[config.mk]
export PLATFORM = sky130hd
export DESIGN_NAME = timer_cmp_array
export DESIGN_NICKNAME = d
export VERILOG_FILES = /design/src/rtl/timer_pkg.sv /design/src/rtl/timer_cmp_chan.sv /design/src/rtl/timer_cmp_array.sv
export SDC_FILE = /design/constraint.sdc
export NUM_CORES = 1
export LEC_CHECK = 0
export ABC_AREA = 1
export CAP_MARGIN = 20
export CORE_AREA = 8 8 128 130
export CTS_BUF_LIST = sky130_fd_sc_hd__clkbuf_4 sky130_fd_sc_hd__clkbuf_8
export DETAILED_ROUTE_END_ITERATION = 16
export DIE_AREA = 0 0 136 138
export PLACE_DENSITY = 0.82
export SETUP_SLACK_MARGIN = 0.15
export SYNTH_ARGS = -nofsm -noshare
export SYNTH_HDL_FRONTEND = slang
export SYNTH_SLANG_ARGS = --single-unit
[constraint.sdc]
create_clock -name pclk -period 1.4 [get_ports pclk]
set_input_delay 0.28 -clock pclk [delete_from_list [all_inputs] [get_ports pclk]]
set_output_delay 0.28 -clock pclk [all_outputs]
set_load 0.02 [all_outputs]
[src/rtl/timer_pkg.sv]
// Shared constants for the timer compare array: status bit layout and default sizing.
package timer_pkg;

    localparam int unsigned ST_OVF        = 0;
    localparam int unsigned ST_UDF        = 1;
    localparam int unsigned ST_MATCH_BASE = 2;

    localparam int unsigned DEF_WIDTH = 32;
    localparam int unsigned DEF_NCH   = 4;

    // Channel-select width; a single channel still gets a 1-bit select.
    function automatic int unsigned sel_width(input int unsigned n);
        return (n > 1) ? $clog2(n) : 1;
    endfunction

endpackage

[src/rtl/timer_cmp_chan.sv]
// One compare channel: writable compare register, registered match pulse, sticky status bit.
module timer_cmp_chan
    import timer_pkg::*;
#(
    parameter int unsigned WIDTH = DEF_WIDTH,
    parameter int unsigned SELW  = 2,
    parameter int unsigned IDX   = 0
) (
    input  logic             pclk,
    input  logic             preset,
    input  logic             q,
    input  logic [WIDTH-1:0] cnt,
    input  logic [WIDTH-1:0] last_cnt,
    input  logic             cmp_we,
    input  logic [SELW-1:0]  cmp_sel,
    input  logic [WIDTH-1:0] cmp_wdata,
    input  logic             clr,
    output logic             match_trig,
    output logic             stat
);

    logic [WIDTH-1:0] cmp_val;
    logic             hit;
    logic             we_hit;

    // Compare against the register's current value so a same-edge write is not seen yet.
    assign hit    = q && (cnt == cmp_val) && (cnt != last_cnt);
    assign we_hit = cmp_we && (cmp_sel == SELW'(IDX));

    always_ff @(posedge pclk) begin
        if (preset) begin
            cmp_val    <= '1;
            match_trig <= 1'b0;
            stat       <= 1'b0;
        end else begin
            if (we_hit)
                cmp_val <= cmp_wdata;
            match_trig <= hit;
            stat       <= hit | (stat & ~clr);
        end
    end

endmodule

[src/rtl/timer_cmp_array.sv]
// Timer compare array: wrap detection, NCH compare channels, sticky status and interrupt.
// Define TMR_CMP_IRQ_MASK_EN to gate the interrupt with irq_mask; otherwise any status bit raises irq.
module timer_cmp_array
    import timer_pkg::*;
#(
    parameter int unsigned WIDTH = DEF_WIDTH,
    parameter int unsigned NCH   = DEF_NCH
) (
    input  logic                        pclk,
    input  logic                        preset,
    input  logic [WIDTH-1:0]            cnt,
    input  logic [WIDTH-1:0]            last_cnt,
    input  logic                        en,
    input  logic                        load,
    input  logic                        updown,
    input  logic                        cmp_we,
    input  logic [sel_width(NCH)-1:0]   cmp_sel,
    input  logic [WIDTH-1:0]            cmp_wdata,
    input  logic [NCH+1:0]              stat_clr,
    input  logic [NCH+1:0]              irq_mask,
    output logic                        ovf_trig,
    output logic                        udf_trig,
    output logic [NCH-1:0]              match_trig,
    output logic [NCH+1:0]              status,
    output logic                        irq
);

    localparam int unsigned SELW = sel_width(NCH);

    logic           q;
    logic           ovf_hit;
    logic           udf_hit;
    logic           st_ovf;
    logic           st_udf;
    logic [NCH-1:0] st_match;

    assign q       = en & ~load;
    assign ovf_hit = q & ~updown & (last_cnt == '1) & (cnt == '0);
    assign udf_hit = q &  updown & (last_cnt == '0) & (cnt == '1);

    always_ff @(posedge pclk) begin
        if (preset) begin
            ovf_trig <= 1'b0;
            udf_trig <= 1'b0;
            st_ovf   <= 1'b0;
            st_udf   <= 1'b0;
        end else begin
            ovf_trig <= ovf_hit;
            udf_trig <= udf_hit;
            st_ovf   <= ovf_hit | (st_ovf & ~stat_clr[ST_OVF]);
            st_udf   <= udf_hit | (st_udf & ~stat_clr[ST_UDF]);
        end
    end

    for (genvar i = 0; i < NCH; i++) begin : g_chan
        timer_cmp_chan #(
            .WIDTH (WIDTH),
            .SELW  (SELW),
            .IDX   (i)
        ) u_chan (
            .pclk       (pclk),
            .preset     (preset),
            .q          (q),
            .cnt        (cnt),
            .last_cnt   (last_cnt),
            .cmp_we     (cmp_we),
            .cmp_sel    (cmp_sel),
            .cmp_wdata  (cmp_wdata),
            .clr        (stat_clr[ST_MATCH_BASE+i]),
            .match_trig (match_trig[i]),
            .stat       (st_match[i])
        );
    end

    assign status = {st_match, st_udf, st_ovf};

`ifdef TMR_CMP_IRQ_MASK_EN
    assign irq = |(status & irq_mask);
`else
    logic unused_irq_mask;
    assign unused_irq_mask = ^irq_mask;
    assign irq = |status;
`endif

endmodule

==> metrics.txt <==
delay-heaviest family, CP simple AND/OR/NAND/NOR gates; most frequent cells in the layout nand2_1 (402), buf_4 (104), inv_1 (100); Initial Utilization a little over half; Pins Over Slew Limit 0; commonest non-fill, non-tap cell in the layout nand2_1; Antenna Cells 0; synthesized cell area ~8000 um2; WP data arrival around 1.3 ns; Startpoint Class register; clk sink count 140; Ys Warns 0; synth-to-layout area growth 42.02%; failing checks setup timing; row cnt 44; io pins ~130; Critical Path End Type primary output; largest cells by area after synthesis dfxtp_1 (36%), nand2_1 (21%), o211ai_1 (6.9%), inv_1 (6.8%), xnor2_1 (4.9%); switching part of the total power between 30% and 40%; Total GRT Usage approximately a third; TritonCTS Buffers 17; max_cap viols 0; leading area contributor after synthesis dfxtp_1; Die X around 140 um; Reg2Reg Depth 10; total die area between 15,000 and 20,000 um2; Syn Inst Count 1,220; pin count of the biggest net entering global routing 38; Yosys top cell area share between 30% and 40%; hold crit path type input pin to register; core area between 10,000 and 15,000 um2; worst vdd ir about 0.74 mV; Gate power share ~23%; Final Hold Vio Count 0; Post-synth ARST share 0%; Max FO, Critical Path 2; final period utilization 113.9%; Critical Path, Cell by Cell nor4_2, nand2_1, buf_6; vias per inst 5.666; clock tree from TritonCTS built; Post-Syn Nets around 1.3k; Clock Pin Slew Worst Setup and Hold Paths 0.09 ns; Worst Hold Slack just over 0.3 ns; outcome finished with violations; Final #Nets ~1.5k; Pint between 6000 and 7000 uW; routed vias approximately 9k; Tmin final between 1.5 and 2 ns; CTS H-tree depth 4; Crit Path Category register to primary output; per-cell routed wire length between 15 and 20 um; leakage power 0.005680 uW; worst stage delay on the critical path about 0.34 ns; final setup vio count 3; Residual DRC 0; Crit path required time approximately 1.1 ns; first-pass GRT wire length ~48,000 um; Post-Layout Inst Area 11,150 um2; DPL Wire Length ~24,000 um; share of cells above drive strength 1 between 20% and 30%; Clock Path Buffers 2; skew final about 0.017 ns; register share of total power 43.7%; Routed Antenna Nets 0; clock root buffer master clkbuf_8; total net switching power between 3000 and 4000 uW; Setup WS post-layout -0.1950 ns; final core utilization between 70 and 80%; Unique masters post-synth 28; Mapped Avg Cell Area 6.435 um2; crit path buf inv count 1; number of synthesized register bits 140; port buffer count between 100 and 150; Worst path slowest cell dfxtp_2; drt pass-1 iters 5; Post-Route WL ~32,000 um; Die Span Y ~140 um; fmax ~630 MHz; initial drt markers around 1.2k; Levels on crit path 3; clk_lat worst skew between 0.4 and 0.5 ns; Clk network pwr share between 30% and 40%; ys flop type dfxtp_1; RSZ-0062 raised after global routing yes; Seq/Total Area, Yosys 35.70%; total overflow reported by the global router 0; Slew Limit Headroom about 73%; setup_tns -0.2845 ns; Post-synth EDFFs 0; CTS Hold Bufs 0; vias in the first global route approximately 8.7k; PD cells 884.3 nW/um2; RD Place Congestion between 1 and 1.5; initial antenna violation count 0; Post-DP Area just under 10,000 um2; Worst-Margin Slew roughly 0.40 ns; WHS Path Cells 5; Post-Place Worst Slack -0.6598 ns
[through the flow]
| stage | power [uW] | instances |
|---|---|---|
| 5_1_grt | 10180 | 1622 |
| 2_1_floorplan | 5293 | 1220 |
| 3_5_place_dp | 6336 | 1571 |
| 3_3_place_gp | 6302 | 1571 |
| 6_report | 9861 | 1622 |
| 4_1_cts | 9631 | 1610 |
[cells in the mapped netlist (all sizes together), types with 13 or more instances]
cell and count:
clkbuf 19, nand2 446, o211ai 72, dfxtp 140
inv 147, nor2 98, nor3 13, xnor2 44
o21ai 43, a21oi 25, nand4 25, nand3 60
buf 57
[layout make-up]
cell class | instances | area [um2]
Clock buffer | 19 | 249.0
Sequential cell | 140 | 2872
Timing Repair Buffer | 262 | 2565
Tap cell | 184 | 230.2
Fill cell | 1041 | 3163
Clock inverter | 13 | 143.9
Inverter | 147 | 561.8
Multi-Input combinational cell | 857 | 4529
[worst reg2reg max path: stages, from the launching register on]
cell     delay, ns
dfxtp_2       0.33
inv_1         0.06
nand2_2       0.08
nand2_1       0.05
nor2_1        0.10
nand2_1       0.12
nor2_2        0.13
nand3_2       0.14
nor2_4        0.12
nand2_2       0.07
nand2_1       0.06
[registers in the layout, indices dropped and copies added, names as in the netlist]
name / count
ovf_trig: 1
st_udf: 1
st_ovf: 1
g_chan.u_chan.match_trig: 4
g_chan.u_chan.stat: 4
udf_trig: 1
g_chan.u_chan.cmp_val: 128
[power by group through the flow]
stage	combinational, uW	sequential [uW]	clock, uW
2_1_floorplan	953	4340	0
3_3_place_gp	1940	4360	0
3_5_place_dp	1970	4370	0
4_1_cts	2040	4280	3310
5_1_grt	2370	4330	3490
6_report	2230	4310	3330
[final timing paths]
kind | slack, ns | end | startpoint
min reg2reg | 0.47 | g_chan[3].u_chan.cmp_val[20] | g_chan[3].u_chan.cmp_val[20]
min | 0.30 | ovf_trig | last_cnt[3]
max reg2reg | 0.09 | g_chan[2].u_chan.stat | g_chan[2].u_chan.cmp_val[30]
max | -0.19 | irq | g_chan[1].u_chan.stat
[metal layers]
metal	wire length (um)	up-vias	track usage (%)
met5	0	-	0
met2	14450	638	49.77
met1	12070	4179	40.02
met3	3968	121	8.986
li1	-	4253	-
met4	1899	0	20.82
[repair_timing]
item | CTS | global route
resized for setup | 204 | 184
setup endpoints to repair | 37 | 65
setup buffers | 6 | 11
pin swaps | 52 | 88
endpoints found under the hold margin | 0 | 0
gates cloned | 1 | 1
[cells by family after synthesis]
family | Yosys count | synth area share, %
AOI/OAI and AO/OA | 140 | 11.22
xor gates and xnor gates | 55 | 6.135
buffers and inverters | 223 | 12.21
DFF | 140 | 35.70
and+or+nand+nor | 662 | 34.74
Note: power is estimated with default switching activity, not from simulation.
